--- config.mk ---
export PLATFORM = sky130hd
export DESIGN_NAME = bht_predictor_flat
export DESIGN_NICKNAME = d
export VERILOG_FILES = /design/src/rtl/bht_predictor_if.sv /design/src/rtl/bht_predictor.sv /design/src/flat_wrapper.sv
export SDC_FILE = /design/constraint.sdc
export NUM_CORES = 1
export LEC_CHECK = 0
export ABC_CLOCK_PERIOD_IN_PS = 10050
export BUFFER_PORTS_ARGS = -buffer_cell sky130_fd_sc_hd__buf_4
export CAP_MARGIN = 30
export CELL_PAD_IN_SITES_DETAIL_PLACEMENT = 1
export CELL_PAD_IN_SITES_GLOBAL_PLACEMENT = 2
export CORE_UTILIZATION = 40
export CTS_BUF_LIST = sky130_fd_sc_hd__clkbuf_4 sky130_fd_sc_hd__clkbuf_8
export DETAILED_ROUTE_END_ITERATION = 8
export PLACE_DENSITY_LB_ADDON = 0.1
export SYNTH_ARGS = -nofsm -noshare
export SYNTH_HDL_FRONTEND = slang
export SYNTH_SLANG_ARGS = --single-unit
--- constraint.sdc ---
create_clock -name clk -period 10.05 [get_ports clk]
set_input_delay 2.01 -clock clk [delete_from_list [all_inputs] [get_ports clk]]
set_output_delay 2.01 -clock clk [all_outputs]
set_load 0.005 [all_outputs]
--- src/rtl/bht_predictor_if.sv ---
// bht_predictor_if: fetch-side prediction request/response and execute-side resolve bundle.
// Latency: none; plain wires between the pipeline stages and the predictor.
// Backpressure: none; the predictor accepts a request and an update every cycle.
interface bht_predictor_if #(
  parameter int PC_WIDTH  = 32,
  parameter int CTR_WIDTH = 2
);
  logic                 pred_valid;
  logic [PC_WIDTH-1:0]  pred_pc;
  logic                 pred_out_valid;
  logic                 pred_taken;
  logic [CTR_WIDTH-1:0] pred_ctr;
  logic                 upd_valid;
  logic [PC_WIDTH-1:0]  upd_pc;
  logic                 upd_actual;

  // Pipeline side: issues requests and resolves, consumes predictions.
  modport master (
    output pred_valid, pred_pc, upd_valid, upd_pc, upd_actual,
    input  pred_out_valid, pred_taken, pred_ctr
  );

  // Predictor side.
  modport slave (
    input  pred_valid, pred_pc, upd_valid, upd_pc, upd_actual,
    output pred_out_valid, pred_taken, pred_ctr
  );
endinterface

--- src/rtl/bht_predictor.sv ---
// bht_predictor: 2**INDEX_BITS saturating counters indexed by PC; GSHARE_EN XORs global history into the index.
// Latency: prediction registered 1 cycle after pred_valid; updates commit on the same posedge, write-first to a same-cycle read.
// Backpressure: none; one prediction and one update accepted every cycle.
module bht_predictor #(
  parameter int CTR_WIDTH  = 2,
  parameter int INDEX_BITS = 6,
  parameter int PC_WIDTH   = 32,
  parameter int HIST_BITS  = 6
) (
  input logic            clk,
  input logic            reset,
  bht_predictor_if.slave bus
);
  localparam int DEPTH = 1 << INDEX_BITS;
  // Weakly-not-taken start value: 01 for 2-bit counters, 0 for 1-bit.
  localparam logic [CTR_WIDTH-1:0] CTR_INIT = CTR_WIDTH'((1 << (CTR_WIDTH - 1)) - 1);
  localparam logic [CTR_WIDTH-1:0] CTR_MAX  = {CTR_WIDTH{1'b1}};

  // Register array rather than RAM: every entry must clear on the async reset.
  logic [CTR_WIDTH-1:0]  ctr_tbl [DEPTH];
  logic [INDEX_BITS-1:0] pred_idx;
  logic [INDEX_BITS-1:0] upd_idx;
  logic [CTR_WIDTH-1:0]  upd_cur;
  logic [CTR_WIDTH-1:0]  upd_next;
  logic [CTR_WIDTH-1:0]  pred_rd;

  // Only pc[INDEX_BITS+1:2] selects an entry; the rest of the PC is deliberately ignored.
  logic unused_ok;
  assign unused_ok = ^{bus.pred_pc, bus.upd_pc, (HIST_BITS > 0)};

`ifdef GSHARE_EN
  logic [HIST_BITS-1:0]  ghr;
  logic [HIST_BITS-1:0]  ghr_next;
  logic [INDEX_BITS-1:0] ghr_ext;

  assign ghr_ext = INDEX_BITS'(ghr);

  // Both ports hash with the history as it stood before this cycle's shift.
  assign pred_idx = bus.pred_pc[INDEX_BITS+1:2] ^ ghr_ext;
  assign upd_idx  = bus.upd_pc[INDEX_BITS+1:2] ^ ghr_ext;

  if (HIST_BITS == 1) begin : g_ghr_one
    assign ghr_next = bus.upd_actual;
  end else begin : g_ghr_shift
    assign ghr_next = {ghr[HIST_BITS-2:0], bus.upd_actual};
  end

  // Shift each resolved outcome into the global history.
  always_ff @(posedge clk or posedge reset) begin
    if (reset) begin
      ghr <= '0;
    end else if (bus.upd_valid) begin
      ghr <= ghr_next;
    end
  end
`else
  assign pred_idx = bus.pred_pc[INDEX_BITS+1:2];
  assign upd_idx  = bus.upd_pc[INDEX_BITS+1:2];
`endif

  // Saturating step of the entry being resolved; no wrap at either end.
  always_comb begin
    upd_cur  = ctr_tbl[upd_idx];
    upd_next = upd_cur;
    if (bus.upd_actual) begin
      if (upd_cur != CTR_MAX) upd_next = upd_cur + 1'b1;
    end else begin
      if (upd_cur != '0) upd_next = upd_cur - 1'b1;
    end
  end

  // Write-first read: a same-cycle update to the same entry is forwarded to the prediction.
  always_comb begin
    pred_rd = ctr_tbl[pred_idx];
    if (bus.upd_valid && (upd_idx == pred_idx)) pred_rd = upd_next;
  end

  // Counter table: clear to weakly-not-taken, commit one resolve per cycle.
  always_ff @(posedge clk or posedge reset) begin
    if (reset) begin
      for (int i = 0; i < DEPTH; i++) ctr_tbl[i] <= CTR_INIT;
    end else if (bus.upd_valid) begin
      ctr_tbl[upd_idx] <= upd_next;
    end
  end

  // Registered prediction; value outputs hold while no request is made.
  always_ff @(posedge clk or posedge reset) begin
    if (reset) begin
      bus.pred_out_valid <= 1'b0;
      bus.pred_taken     <= 1'b0;
      bus.pred_ctr       <= '0;
    end else begin
      bus.pred_out_valid <= bus.pred_valid;
      if (bus.pred_valid) begin
        bus.pred_ctr   <= pred_rd;
        bus.pred_taken <= pred_rd[CTR_WIDTH-1];
      end
    end
  end
endmodule

--- src/flat_wrapper.sv ---
// flat-port wrapper written by rule: the top's interface ports become plain ports
module bht_predictor_flat 
#(
  parameter int CTR_WIDTH  = 2,
  parameter int INDEX_BITS = 6,
  parameter int PC_WIDTH   = 32,
  parameter int HIST_BITS  = 6
)
  (clk, reset, bus_pred_valid, bus_pred_pc, bus_upd_valid, bus_upd_pc, bus_upd_actual, bus_pred_out_valid, bus_pred_taken, bus_pred_ctr);
  bht_predictor_if #(.PC_WIDTH(PC_WIDTH), .CTR_WIDTH(CTR_WIDTH)) bus_i ();
  input logic clk;
  input logic reset;
  input wire logic [$bits(bus_i.pred_valid)-1:0] bus_pred_valid;
  input wire logic [$bits(bus_i.pred_pc)-1:0] bus_pred_pc;
  input wire logic [$bits(bus_i.upd_valid)-1:0] bus_upd_valid;
  input wire logic [$bits(bus_i.upd_pc)-1:0] bus_upd_pc;
  input wire logic [$bits(bus_i.upd_actual)-1:0] bus_upd_actual;
  output wire logic [$bits(bus_i.pred_out_valid)-1:0] bus_pred_out_valid;
  output wire logic [$bits(bus_i.pred_taken)-1:0] bus_pred_taken;
  output wire logic [$bits(bus_i.pred_ctr)-1:0] bus_pred_ctr;
  assign bus_i.pred_valid = bus_pred_valid;
  assign bus_i.pred_pc = bus_pred_pc;
  assign bus_i.upd_valid = bus_upd_valid;
  assign bus_i.upd_pc = bus_upd_pc;
  assign bus_i.upd_actual = bus_upd_actual;
  assign bus_pred_out_valid = bus_i.pred_out_valid;
  assign bus_pred_taken = bus_i.pred_taken;
  assign bus_pred_ctr = bus_i.pred_ctr;
  bht_predictor #(.CTR_WIDTH(CTR_WIDTH), .INDEX_BITS(INDEX_BITS), .PC_WIDTH(PC_WIDTH), .HIST_BITS(HIST_BITS)) u_core (.clk(clk), .reset(reset), .bus(bus_i));
endmodule
# Word level (Yosys, flattened, before mapping)
# Index checks and enable logic that the tools add are counted.
[word_totals] regBits=132 wordCells=92
[op_classes] n_addsub=2 n_lt_le_gt_ge=3 eq_ne=2 n_mux=13 bitwise=2 n_reduce_logical=3
[ops] cell="128-bit bitwise mux" count=1
[ops] cell="2-bit binary-select mux with 6-bit select" count=2
[ops] cell="2-bit 2-to-1 mux" count=9
[ops] cell="7-bit >= comparator, second input constant" count=2
[ops] cell="6-bit inverter with 7-bit output" count=2
[ops] cell="2-bit demux with 6-bit select" count=1
[ops] cell="7-bit by 1-bit less-than comparator with 1-bit output, second input constant" count=1
[ops] cell="6-bit equality test" count=1
[ops] cell="2-bit by 1-bit adder with 2-bit output, second input constant" count=1
[ops] cell="1-bit logical AND" count=2
[ops] cell="2-bit inequality test, second input constant" count=1
[ops] cell="2-bit nonzero test" count=1
[ops] cell="2-bit by 1-bit subtractor with 2-bit output, second input constant" count=1

# Logic depth before layout (Yosys ltp)
# Gate-level depths: netlist of the first run.
[depth] word_depth=8 ltp_mapped=13

# Least setup slack after synthesis of the first run
# No wires, ideal clock.
[synth_path] kind="in2reg" from="input bus_pred_pc[2]" to="register u_core.bus.pred_ctr[0]" arrival_time_ns=4.218 required_ns=9.927 setup_slack_ns=5.710 stages=7 path_cell_list="clkbuf_1 buf_2 mux4_2 mux4_2 mux4_2 mux2i_1 a21oi_1"
[synth_via] elab_chain_cells=5 word_cells_on_any_way=7
[synth_lines] item="from (decl)" line="flat_wrapper.sv:14" rtl="input wire logic [$bits(bus_i.pred_pc)-1:0] bus_pred_pc;"
[synth_lines] item="6-bit inverter with 7-bit output (not written as such)" line="bht_predictor.sv:74" rtl="pred_rd = ctr_tbl[pred_idx];"
[synth_lines] item="2-bit binary-select mux with 6-bit select" line="bht_predictor.sv:74"
[synth_lines] item="2-bit 2-to-1 mux (not written as such) (2 in a row)" line="bht_predictor.sv:74"
[synth_lines] item="2-bit 2-to-1 mux (*)" line="bht_predictor.sv:75" rtl="if (bus.upd_valid && (upd_idx == pred_idx)) pred_rd = upd_next;"
[synth_lines] item="to (signal assigned)" line="bht_predictor.sv:96" rtl="bus.pred_ctr <= pred_rd;"
[synth_lines] item="to (decl)" line="bht_predictor_if.sv:26" rtl="output pred_out_valid, pred_taken, pred_ctr"
# Mark *: on every way between the ends. The rest lies on a longest branch, timed or not. The select of a mux whose other input is x is not followed.
# A chain may end at the register's enable or synchronous reset.

# Worst setup path after layout of the first run
[layout_path] from="input bus_upd_pc[3]" to="register u_core.bus.pred_ctr[0]"
[layout_via] elab_chain_cells=8 word_cells_on_any_way=14
[layout_lines] item="from (decl)" line="flat_wrapper.sv:16" rtl="input wire logic [$bits(bus_i.upd_pc)-1:0] bus_upd_pc;"
[layout_lines] item="6-bit inverter with 7-bit output (not written as such)" line="bht_predictor.sv:63" rtl="upd_cur = ctr_tbl[upd_idx];"
[layout_lines] item="2-bit binary-select mux with 6-bit select" line="bht_predictor.sv:63"
[layout_lines] item="2-bit 2-to-1 mux (not written as such) (2 in a row)" line="bht_predictor.sv:63"
[layout_lines] item="2-bit by 1-bit subtractor with 2-bit output, or another cell as far along" line="bht_predictor.sv:68" rtl="if (upd_cur != '0) upd_next = upd_cur - 1'b1;"
[layout_lines] item="2-bit 2-to-1 mux, on equally long branches" line="bht_predictor.sv:68, bht_predictor.sv:66"
[layout_lines] item="2-bit 2-to-1 mux" line="bht_predictor.sv:65" rtl="if (bus.upd_actual) begin"
[layout_lines] item="2-bit 2-to-1 mux (*)" line="bht_predictor.sv:75"
# Marks and branches as above.

==> results of run 1 <==
[cells by family (layout without fill, tap and decap cells)]
| family | count (synthesis) | count (layout) |
|---|---|---|
| muxes | 209 | 209 |
| xor gates and xnor gates | 6 | 6 |
| AOI/OAI and AO/OA | 39 | 39 |
| DFF | 131 | 131 |
| adders and majority gates | 2 | 2 |
| buffers and inverters | 48 | 63 |
| and+or+nand+nor | 131 | 131 |
[cell usage after synthesis, drive strengths merged, types with 2 or more instances]
library cell,n,area (µm²)
mux2,140,1577
dfrtp,67,1677
dfstp,64,1682
mux4,58,1306
nand2,46,172.7
nor2,41,153.9
buf,33,266.5
clkbuf,11,41.29
mux2i,11,110.1
nand3,7,35.03
nand4,7,43.79
a221oi,6,52.55
a22oi,6,45.04
nor2b,6,37.54
nor3,6,30.03
a211oi,4,35.03
o21ai,4,20.02
a21oi,3,15.01
a31oi,3,18.77
nor3b,3,22.52
o22ai,3,18.77
xnor2,3,26.28
xor2,3,26.28
a32oi,2,17.52
and2,2,12.51
and3,2,12.51
and3b,2,17.52
clkinv,2,7.510
inv,2,7.510
maj3,2,22.52
nand3b,2,15.01
o211ai,2,15.01
or3,2,12.51
or3b,2,17.52
[registers in the layout, summed over array words and instances, names as in the netlist]
register	count
u_core.ctr_tbl	128
u_core.bus.pred_ctr	2
u_core.bus.pred_out_valid	1
[area by class of cell]
class	instances	share of cell area (%)
timing repair buffer	27	2.451
tap	234	3.540
clock buffer	23	3.752
multi-input combinational	387	47.93
inverter	4	0.2118
sequential	131	40.61
clock inverter	9	1.513
[how the worst max path moves through the flow]
stage	to	slack, ns	start	depth (start not counted)
2_1_floorplan	u_core.bus.pred_ctr[0]$_DFFE_PP0P_	4.65	reset	1
3_3_place_gp	u_core.bus.pred_ctr[0]$_DFFE_PP0P_	4.40	bus_upd_pc[3]	10
3_5_place_dp	u_core.bus.pred_ctr[0]$_DFFE_PP0P_	4.37	bus_upd_pc[3]	10
4_1_cts	u_core.bus.pred_ctr[0]$_DFFE_PP0P_	4.83	bus_upd_pc[3]	10
5_1_grt	u_core.bus.pred_ctr[0]$_DFFE_PP0P_	4.52	bus_upd_pc[3]	10
6_report	u_core.bus.pred_ctr[0]$_DFFE_PP0P_	4.84	bus_upd_pc[3]	10
[layer usage]
metal,wire length [µm],share of wire [%]
met5,0,0
met4,353,1.5
met3,950,4.1
met2,11130,49
met1,10450,46
[report_power, final]
group / switching (W) / internal (W)
registers: 0.0000500 / 0.000617
clock network: 0.000218 / 0.000280
logic: 0.000124 / 0.000123
[through the flow]
stage	total power (W)	std cells	util, %	setup slack [ns]
finish	0.001411	815	44.21	4.839
global route	0.001471	815	44.21	4.518
CTS	0.001426	815	44.21	4.828
detailed placement	0.0009227	783	41.89	4.372
global placement	0.0009126	783	41.89	4.404
floorplan	0.0008496	566	-	4.648
[critical path, delay by kind of cell]
kind	cells	cell delay, ns
simple gates	3	0.69
compound gates	1	0.16
fa+ha+maj	1	0.54
buf+inv	3	1.57
mux	2	0.56
==> run_results.csv, run 1 <==
group,metric,value,unit
floorplanning,die_height,140.2,µm
logic_synthesis,yosys.area_share.simple,7.905,%
global_route,globalRoute.totalOverflow,0,
worst_setup_path,reg2reg_setup_slack,6.85,ns
global_route,grt_antenna_before_repair,0,
sta,worst_max_slew_margin_expressed_relative_to_the_limit,34.96,%
worst_setup_path,cp_cell_sequence,"buf_4 -> clkinv_1 -> mux2i_1 -> nor2_1 -> nor3_1 -> and4_1 -> maj3_2 -> buf_4 -> mux2i_1 -> a21oi_1",
logic_synthesis,number_of_enable_flip_flop_cells_after_synthesis,0,
logic_synthesis,synthAdderAreaFrac,0.2946,%
floorplanning,core,18710,µm²
cells_and_area,fill_cells,1940,
route,remaining_routing_drc_violations,0,
logic_synthesis,ys_seq_area_share,43.93,%
clock_tree,clkSlewWorstSetupHoldPaths,0.07,ns
logic_synthesis,synth_cell_type_count,47,
worst_setup_path,worst_r2r_startpoint,"u_core.ctr_tbl[74]$_DFFE_PP1P_",
route,post_drt_via_cell_ratio,6.156,
logic_synthesis,syn_area,7645,µm²
hold_path,hp-start,"u_core.bus.pred_ctr[0]$_DFFE_PP0P_",
worst_setup_path,crit_arrival,5.58,ns
floorplanning,die_area,19670,µm²
clock_tree,cts_hold_buf,0,
sta,finalHoldViolCount,0,
global_route,gr-usage-met3,4.274,%
logic_synthesis,yosys-mux-area-fraction,39.15,%
logic_synthesis,synthXorXnorAreaFrac,0.6874,%
logic_synthesis,synth_compound_gate_area_share,3.813,%
worst_setup_path,worst-setup-path-type,"in2reg",
cells_and_area,total_area_of_multi_input_combinational_cells,3964,µm²
route,drt-initial-drc-count,290,
place,gp_congestion,0.7994,
global_route,use_met2,39.71,%
route,vias,5017,
worst_setup_path,cp_slowest_stage_delay,0.65,ns
global_route,globalRouteTotalUtil,24.98,%
cells_and_area,design_area,8270,µm²
sta,max_freq,191.9,MHz
worst_setup_path,r2r_cells,9,
clock_tree,cts_tree,"yes",
logic_synthesis,postSynthRegisterBits,131,
worst_setup_path,r2r-end,"u_core.bus.pred_ctr[0]$_DFFE_PP0P_",
sta,grt_setup_unrepaired,"false",
worst_setup_path,critical_path.endpoint_type,"flip-flop",
place,placement.io_buffers,20,
sta,setup_viol,0,
logic_synthesis,post_synth.cell_area_avg,13.51,µm²
worst_setup_path,setup.worst_path.start_class,"input port",
cells_and_area,final_layout_size_suffix_gt1_share,56.28,%
route,dr.pass1.iters,4,
clock_tree,number_of_instances_resized_during_post_cts_repair,0,
sta,final_max_slew_viol_count,0,
pwr,cell_area_power_density,170.6,nW/µm²
clock_tree,max-clock-path-buffers,2,
logic_synthesis,ys_async_sr_fraction,100.0,%
hold_path,min_delay_worst_endpoint,"u_core.bus.pred_ctr[0]$_DFFE_PP0P_",
cells_and_area,layout_commonest_cell,"mux2_2",
global_route,number_of_global_route_vias_before_repair,5524,
place,placed_cell_area,7835,µm²
cells_and_area,final_nets,637,
floorplanning,floorplan.initialDensity,40.87,%
sta,timing.hold.ws,0.5378,ns
floorplanning,die_x,140.2,µm
clock_tree,cts_post_setup_buffers_inserted,0,
global_route,gr-usage-met1,35.07,%
outcome,status,"finished clean",
logic_synthesis,synth_flop_cell,"dfrtp_1",
worst_setup_path,cpMaxStageDelayCell,"clkinv_1",
global_route,grt_first_pass_wirelength,35.57,mm
route,wl_per_cell,28.09,µm
sta,final.setup_skew,0.01485,ns
global_route,grt_max_degree,67,
clock_tree,cts-root-buf,"clkbuf_8",
sta,period_needed,5.211,ns
floorplanning,placement_rows,50,
hold_path,worstHoldPathCells,2,
sta,worst_pin_slew,0.9682,ns
global_route,gr-max-usage-layer,"met2",
pwr,worst_ir_drop_vdd,96.24,µV
sta,final_min_period_over_clock_period,51.85,%
cells_and_area,n_antenna_cell,0,
route,postRouteAntennaNets,0,
worst_setup_path,crit_required,10.42,ns
cells_and_area,synthToLayoutAreaGrowth,8.183,%
route,finalWirelength,22.89,mm
cells_and_area,layout_common_cells,"mux2_2, dfrtp_1, dfstp_2, mux4_2, nand2_1",
logic_synthesis,syn_nets,635,
cells_and_area,seqCellArea,3358,µm²
logic_synthesis,main_combinational_cell_family_by_area_after_synthesis,"multiplexers",
floorplanning,ioPinCount,73,
run,drv_cap,0,
clock_tree,numClockSinks,131,
clock_tree,numCtsBuffers,17,
pwr,leakage,3.358,nW
worst_setup_path,path_max_fanout,41,
sta,setup-tns-final,0,ns
clock_tree,h-tree-depth,4,
logic_synthesis,ys.warnings.count,0,
place,place_hpwl,14.72,mm
logic_synthesis,post_synth_inst_count,566,
clock_tree,clock_latency_at_the_later_pin_of_the_worst_skew_pair,0.45,ns
hold_path,hold_path_class,"reg2reg",
Note: power is estimated with default switching activity, not from simulation.
==> run 2, diff against run 1 <==
--- a/config.mk
+++ b/config.mk
@@ -5,12 +5,12 @@
 export SDC_FILE = /design/constraint.sdc
 export NUM_CORES = 1
 export LEC_CHECK = 0
-export ABC_CLOCK_PERIOD_IN_PS = 10050
+export ABC_CLOCK_PERIOD_IN_PS = 4650
 export BUFFER_PORTS_ARGS = -buffer_cell sky130_fd_sc_hd__buf_4
 export CAP_MARGIN = 30
 export CELL_PAD_IN_SITES_DETAIL_PLACEMENT = 1
 export CELL_PAD_IN_SITES_GLOBAL_PLACEMENT = 2
-export CORE_UTILIZATION = 40
+export CORE_UTILIZATION = 39
 export CTS_BUF_LIST = sky130_fd_sc_hd__clkbuf_4 sky130_fd_sc_hd__clkbuf_8
 export DETAILED_ROUTE_END_ITERATION = 8
 export PLACE_DENSITY_LB_ADDON = 0.1
==> constraint.sdc (replaced) <==
create_clock -name clk -period 4.65 [get_ports clk]
set_input_delay 0.93 -clock clk [delete_from_list [all_inputs] [get_ports clk]]
set_output_delay 0.93 -clock clk [all_outputs]
set_load 0.005 [all_outputs]
==> run_results.csv, run 2 (synthesis gave the netlist of run 1 again) <==
group,metric,value,unit
place,placement.io_buffers,20,
cells_and_area,flip_flop_count_of_the_largest_register_all_copies_and_words_added,128,
route,vias,5060,
cells_and_area,top_registers,"u_core.ctr_tbl x128, u_core.bus.pred_ctr x2, u_core.bus.pred_out_valid x1",
place,dp.cells,819,
sta,worst_max_slew_margin_expressed_relative_to_the_limit,43.09,%
worst_setup_path,worst-setup-path-type,"in2reg",
clock_tree,max-clock-path-buffers,2,
floorplanning,die_height,142.0,µm
global_route,grt_first_pass_wirelength,35.58,mm
route,dr.pass1.iters,5,
floorplanning,ioPinCount,73,
hold_path,hp-start,"u_core.ctr_tbl[21]$_DFFE_PP0P_",
worst_setup_path,worst_path_dominant_cell_family,"simple AND/OR/NAND/NOR gates",
floorplanning,die_area,20170,µm²
worst_setup_path,path_max_fanout,45,
clock_tree,cts-root-buf,"clkbuf_8",
global_route,globalRouteTotalUtil,24.77,%
cells_and_area,max_flop_register,"u_core.ctr_tbl",
clock_tree,clkSlewWorstSetupHoldPaths,0.08,ns
sta,setup-tns-final,0,ns
global_route,grt_max_degree,75,
worst_setup_path,crit_required,5.03,ns
clock_tree,number_of_instances_resized_during_post_cts_repair,0,
pwr,power_frac_clock,34.5,%
worst_setup_path,cp_cell_sequence,"buf_4 -> nor2b_1 -> a222oi_1 -> a211oi_1 -> nor3_1 -> and4_1 -> maj3_2 -> buf_12 -> mux2_2",
place,place_hpwl,15.39,mm
worst_setup_path,r2r_cells,8,
floorplanning,floorplan.initialDensity,40.33,%
worst_setup_path,cp.buffers_inverters,2,
run,drv_cap,0,
route,remaining_routing_drc_violations,0,
route,postRouteAntennaNets,0,
clock_tree,cts_tree,"yes",
worst_setup_path,reg2reg_setup_slack,1.75,ns
sta,setup_viol,0,
cells_and_area,layout_common_cells,"mux2_2, dfrtp_1, dfstp_2, mux4_2, nand2_1",
cells_and_area,layout_commonest_cell,"mux2_2",
cells_and_area,synthToLayoutAreaGrowth,9.951,%
global_route,use_met2,39.16,%
pwr,cell_area_power_density,361.3,nW/µm²
pwr,share_comb_of_total_power,18.1,%
cells_and_area,n_antenna_cell,0,
cells_and_area,final_cell_count_no_fill,851,
floorplanning,placement_rows,50,
global_route,grt_antenna_before_repair,0,
clock_tree,cts_post_setup_buffers_inserted,0,
route,drt-initial-drc-count,312,
hold_path,hold_path_class,"reg2reg",
sta,grt_setup_unrepaired,"false",
route,finalWirelength,22.72,mm
cells_and_area,design_area,8406,µm²
hold_path,min_delay_worst_endpoint,"u_core.ctr_tbl[21]$_DFFE_PP0P_",
pwr,net-switching-power,0.0008611,W
sta,period_needed,3.618,ns
global_route,gr-max-usage-layer,"met2",
sta,finalHoldViolCount,0,
sta,worst_pin_slew,0.8511,ns
cells_and_area,final_layout_size_suffix_gt1_share,57.02,%
outcome,status,"finished clean",
worst_setup_path,cpMaxStageDelayCell,"nor2b_1",
sta,final.setup_skew,0.01318,ns
worst_setup_path,worst_r2r_startpoint,"u_core.ctr_tbl[99]$_DFFE_PP0P_",
hold_path,worstHoldPathCells,1,
worst_setup_path,critical_path.endpoint_type,"flip-flop",
global_route,globalRoute.totalOverflow,0,
place,gp_congestion,0.8127,
clock_tree,numClockSinks,131,
sta,max_freq,276.4,MHz
pwr,worst_ir_drop_vdd,169.3,µV
route,post_drt_via_cell_ratio,5.946,
pwr,leakage,3.403,nW
clock_tree,h-tree-depth,4,
floorplanning,die_x,142.0,µm
place,placed_cell_area,7980,µm²
sta,final_max_slew_viol_count,0,
clock_tree,cts_hold_buf,0,
pwr,power.sequential.fraction,47.4,%
sta,final_min_period_over_clock_period,77.81,%
route,wl_per_cell,26.70,µm
worst_setup_path,cp_slowest_stage_delay,0.64,ns
worst_setup_path,setup.worst_path.start_class,"input port",
pwr,power_switching_share,28.36,%
global_route,gr-usage-met1,34.34,%
global_route,gr-usage-met3,5.451,%
cells_and_area,final_nets,647,
floorplanning,core,18960,µm²
worst_setup_path,crit_arrival,3.99,ns
clock_tree,numCtsBuffers,17,
clock_tree,clock_latency_at_the_later_pin_of_the_worst_skew_pair,0.46,ns
pwr,cellInternalPower,0.002176,W
global_route,number_of_global_route_vias_before_repair,5515,
worst_setup_path,r2r-end,"u_core.ctr_tbl[88]$_DFFE_PP1P_",
run 2: cell types whose count changed in the layout (fill, tap and decap cells not counted), sizes merged:
cell / before / now
clkinv: 6 / 7
clkinvlp: 2 / 4
clkbuf: 23 / 20
buf: 27 / 37
run 2: worst register-to-register path, cell delays in order, from the launching register on:
cell and delay [ns]:
dfrtp_1 0.42, mux4_2 0.47, mux2i_1 0.32, o22ai_1 0.14, a211oi_2 0.16, nand4_1 0.16
maj3_2 0.55, buf_12 0.27, mux2_2 0.33
run 2: per-stage QoR:
step | util [%] | hold slack [ns] | worst slack [ns] | power (W)
2_1_floorplan | - | 0.4910 | 0.3282 | 0.001836
3_3_place_gp | 42.10 | 0.5060 | 0.6636 | 0.001989
3_5_place_dp | 42.10 | 0.5149 | 0.6749 | 0.002012
4_1_cts | 44.34 | 0.5334 | 1.145 | 0.003065
5_1_grt | 44.34 | 0.5472 | 1.010 | 0.003176
6_report | 44.34 | 0.5326 | 1.032 | 0.003037
run 2: layout make-up:
| type | instances | area [µm²] |
|---|---|---|
| Tap cell | 260 | 325.3 |
| Multi-Input combinational cell | 387 | 3964 |
| Sequential cell | 131 | 3358 |
| Inverter | 4 | 17.52 |
| Clock buffer | 20 | 269.0 |
| Clock inverter | 12 | 156.4 |
| Fill cell | 1945 | 10550 |
| Timing Repair Buffer | 37 | 315.3 |
run 2: how the worst max path moves through the flow:
stage	to	cells past startpoint	slack [ns]	startpoint
2_1_floorplan	u_core.bus.pred_ctr[0]$_DFFE_PP0P_	1	0.33	reset
3_3_place_gp	u_core.ctr_tbl[72]$_DFFE_PP1P_	9	0.66	bus_upd_pc[4]
3_5_place_dp	u_core.ctr_tbl[5]$_DFFE_PP0P_	9	0.67	bus_upd_pc[2]
4_1_cts	u_core.ctr_tbl[5]$_DFFE_PP0P_	9	1.14	bus_upd_pc[2]
5_1_grt	u_core.ctr_tbl[70]$_DFFE_PP1P_	10	1.01	bus_upd_pc[2]
6_report	u_core.ctr_tbl[88]$_DFFE_PP1P_	9	1.03	bus_upd_pc[4]
run 2: power by group through the flow:
| stage | logic (W) | clock network, W | registers [W] |
|---|---|---|---|
| floorplan | 0.000429 | 0 | 0.00141 |
| detailed placement | 0.000556 | 0 | 0.00146 |
| CTS | 0.000558 | 0.00107 | 0.00144 |
| global route | 0.000594 | 0.00113 | 0.00146 |
| global placement | 0.000543 | 0 | 0.00145 |
| finish | 0.000550 | 0.00105 | 0.00144 |
run 2: metal layers:
metal,share of wire (%),up-vias
met4,1.3,0
met1,46,2766
li1,-,2176
met2,48,98
met3,3.8,20
met5,0,-
==> run 3, diff against run 2 <==
--- a/config.mk
+++ b/config.mk
@@ -5,12 +5,13 @@
 export SDC_FILE = /design/constraint.sdc
 export NUM_CORES = 1
 export LEC_CHECK = 0
-export ABC_CLOCK_PERIOD_IN_PS = 4650
+export ABC_AREA = 1
+export ABC_CLOCK_PERIOD_IN_PS = 3560
 export BUFFER_PORTS_ARGS = -buffer_cell sky130_fd_sc_hd__buf_4
 export CAP_MARGIN = 30
 export CELL_PAD_IN_SITES_DETAIL_PLACEMENT = 1
 export CELL_PAD_IN_SITES_GLOBAL_PLACEMENT = 2
-export CORE_UTILIZATION = 39
+export CORE_UTILIZATION = 34
 export CTS_BUF_LIST = sky130_fd_sc_hd__clkbuf_4 sky130_fd_sc_hd__clkbuf_8
 export DETAILED_ROUTE_END_ITERATION = 8
 export PLACE_DENSITY_LB_ADDON = 0.1
==> constraint.sdc (replaced) <==
create_clock -name clk -period 3.56 [get_ports clk]
set_input_delay 0.712 -clock clk [delete_from_list [all_inputs] [get_ports clk]]
set_output_delay 0.712 -clock clk [all_outputs]
set_load 0.005 [all_outputs]
==> run_results.csv, run 3 <==
group,metric,value,unit
outcome,status,"finished clean",
route,vias,8010,
global_route,globalRoute.totalOverflow,0,
clock_tree,max-clock-path-buffers,2,
clock_tree,number_of_instances_resized_during_post_cts_repair,0,
worst_setup_path,crit_arrival,3.11,ns
run,drv_cap,0,
clock_tree,h-tree-depth,4,
logic_synthesis,postSynthRegisterBits,131,
cells_and_area,layout_common_cells,"nand2_1, nand3_1, nor2_1, inv_1, o21ai_1",
logic_synthesis,ys_seq_area_share,41.88,%
worst_setup_path,crit_required,3.95,ns
clock_tree,cts_hold_buf,0,
route,postRouteAntennaNets,0,
pwr,cell_area_power_density,504.2,nW/µm²
logic_synthesis,synth_top_area_cell,"nand2_1",
pwr,leakage,4.117,nW
cells_and_area,flip_flop_count_of_the_largest_register_all_copies_and_words_added,128,
cells_and_area,design_area,9016,µm²
cells_and_area,max_flop_register,"u_core.ctr_tbl",
worst_setup_path,cp_slowest_stage_delay,0.43,ns
route,post_drt_via_cell_ratio,5.141,
cells_and_area,total_area_of_multi_input_combinational_cells,3995,µm²
clock_tree,numCtsBuffers,17,
worst_setup_path,crit_start,"bus_upd_pc[3]",
sta,timing.hold.ws,0.4018,ns
place,dpl_worst_slack,0.3174,ns
cells_and_area,synthToLayoutAreaGrowth,12.44,%
worst_setup_path,setup.worst_path.start_class,"input port",
logic_synthesis,syn_area,8019,µm²
logic_synthesis,synth_largest_type_area_fraction,25.04,%
hold_path,hp-start,"bus_pred_valid",
place,dp.cells,1526,
cells_and_area,n_antenna_cell,0,
worst_setup_path,worst-setup-path-type,"in2reg",
logic_synthesis,synth_cell_type_count,27,
sta,finalHoldViolCount,0,
sta,grt_setup_unrepaired,"false",
place,placed_cell_area,8521,µm²
sta,final_min_period_over_clock_period,76.50,%
logic_synthesis,synth_flop_cell,"dfrtp_1",
logic_synthesis,ys.warnings.count,0,
worst_setup_path,cpMaxStageDelayCell,"nor2_1",
sta,final_max_slew_viol_count,0,
logic_synthesis,synth_top_cells_by_count,"nand2_1, nand3_1, nor2_1",
worst_setup_path,worst_r2r_startpoint,"u_core.ctr_tbl[79]$_DFFE_PP0P_",
clock_tree,cts_post_setup_buffers_inserted,0,
logic_synthesis,syn_nets,1293,
worst_setup_path,path_max_fanout,53,
clock_tree,cts_tree,"yes",
route,finalWirelength,30.96,mm
clock_tree,clock_latency_at_the_later_pin_of_the_worst_skew_pair,0.48,ns
floorplanning,placement_rows,55,
route,dr.pass1.iters,5,
sta,final.setup_skew,0.02023,ns
route,remaining_routing_drc_violations,0,
cells_and_area,top_registers,"u_core.ctr_tbl x128, u_core.bus.pred_ctr x2, u_core.bus.pred_out_valid x1",
global_route,number_of_global_route_vias_before_repair,8161,
global_route,grt_antenna_before_repair,0,
cells_and_area,layout_commonest_cell,"nand2_1",
cells_and_area,final_nets,1301,
logic_synthesis,post_synth_inst_count,1224,
cells_and_area,seqCellArea,3358,µm²
logic_synthesis,post_synth.cell_area_avg,6.551,µm²
sta,worst_slack,0.8366,ns
sta,setup-tns-final,0,ns
cells_and_area,final_cell_count_no_fill,1558,
logic_synthesis,cells_taking_the_most_area_after_synthesis,"nand2_1, dfstp_2, dfrtp_1, nand3_1, nor2_1",
floorplanning,floorplan.initialDensity,34.99,%
floorplanning,die_x,155.6,µm
place,gp_congestion,0.8352,
route,drt-initial-drc-count,536,
hold_path,hold_path_class,"in2reg",
global_route,grt_max_degree,132,
floorplanning,core,22920,µm²
floorplanning,die_height,155.6,µm
logic_synthesis,yosys.cell_count.top_type,"nand2_1",
cells_and_area,fill_cells,3000,
clock_tree,clkSlewWorstSetupHoldPaths,0.08,ns
clock_tree,numClockSinks,131,
route,wl_per_cell,19.87,µm
cells_and_area,final_layout_size_suffix_gt1_share,12.69,%
clock_tree,cts-root-buf,"clkbuf_8",
sta,max_freq,367.2,MHz
floorplanning,ioPinCount,73,
place,place_hpwl,20.00,mm
worst_setup_path,critical_path.endpoint_type,"flip-flop",
global_route,grt_first_pass_wirelength,48.58,mm
worst_setup_path,cp_cell_sequence,"buf_4 -> inv_1 -> buf_4 -> nor2_1 -> o211ai_1 -> nand2_1 -> o21ai_1 -> nand2_1 -> nor2_1 -> nand3b_1 -> nand2_1 -> nand2_1 -> inv_2 -> buf_12 -> o21ai_0",
worst_setup_path,timing.critical_path.mode_cell,"nand2_1",
logic_synthesis,number_of_enable_flip_flop_cells_after_synthesis,0,
pwr,worst_ir_drop_vdd,179.3,µV
logic_synthesis,ys_async_sr_fraction,100.0,%
floorplanning,die_area,24200,µm²
sta,worst_max_slew_margin_expressed_relative_to_the_limit,42.15,%
sta,worst_pin_slew,0.8652,ns
sta,period_needed,2.723,ns
place,placement.io_buffers,20,
global_route,globalRouteTotalUtil,27.07,%
sta,setup_viol,0,
run 3: through the flow:
stage / utilization (%) / power (W)
after floorplan: - / 0.002607
after global placement: 37.18 / 0.002918
after detailed placement: 37.18 / 0.002946
after CTS: 39.34 / 0.004585
after global routing: 39.34 / 0.004800
final: 39.34 / 0.004546
run 3: cells by family (layout without fill, tap and decap cells):
group	Yosys count	count (layout)	share of synthesized area [%]
and+or+nand+nor	764	764	38.21
buffers and inverters	148	169	8.332
AOI/OAI and AO/OA	180	180	11.47
xor gates and xnor gates	1	1	0.1092
DFF	131	131	41.88
run 3: worst max-delay path: cells and delay by family:
family	cells	cell delay, ns
AOI/OAI and AO/OA	3	0.43
and+or+nand+nor	7	1.03
buffers and inverters	5	0.89
run 3: routing by layer:
layer | up-vias | global-route usage (%) | part of all wire, %
li1 | 3898 | - | -
met1 | 3921 | 37.72 | 48
met2 | 164 | 44.25 | 47
met3 | 27 | 3.806 | 4.3
met4 | 0 | 6.396 | 1.5
met5 | - | 0 | 0
run 3: cell type report:
class	count	area share, %
clock buffers	20	2.984
clock inverters	12	2.512
inverters	85	3.580
multi-input cells	945	44.31
flip-flops and latches	131	37.25
well taps	313	4.344
repair buffers	52	5.024
run 3: final timing paths:
check / endpoint / slack, ns / cells after the start
setup / recovery: u_core.ctr_tbl[64]$_DFFE_PP1P_ / 0.84 / 15
hold / removal: u_core.bus.pred_out_valid$_DFF_PP0_ / 0.40 / 1
setup reg to reg: u_core.bus.pred_ctr[1]$_DFFE_PP0P_ / 1.32 / 14
hold reg to reg: u_core.ctr_tbl[74]$_DFFE_PP1P_ / 0.49 / 2
max in group asynchronous: u_core.ctr_tbl[7]$_DFFE_PP0P_ / 2.54 / 3
min in group asynchronous: u_core.ctr_tbl[105]$_DFFE_PP0P_ / 0.46 / 3
run 3: where the power goes:
part	internal, W	leakage, nW	switching [W]
sequential	0.00180	1.56	0.000172
combinational	0.000317	2.31	0.000627
clock	0.000954	0.243	0.000673
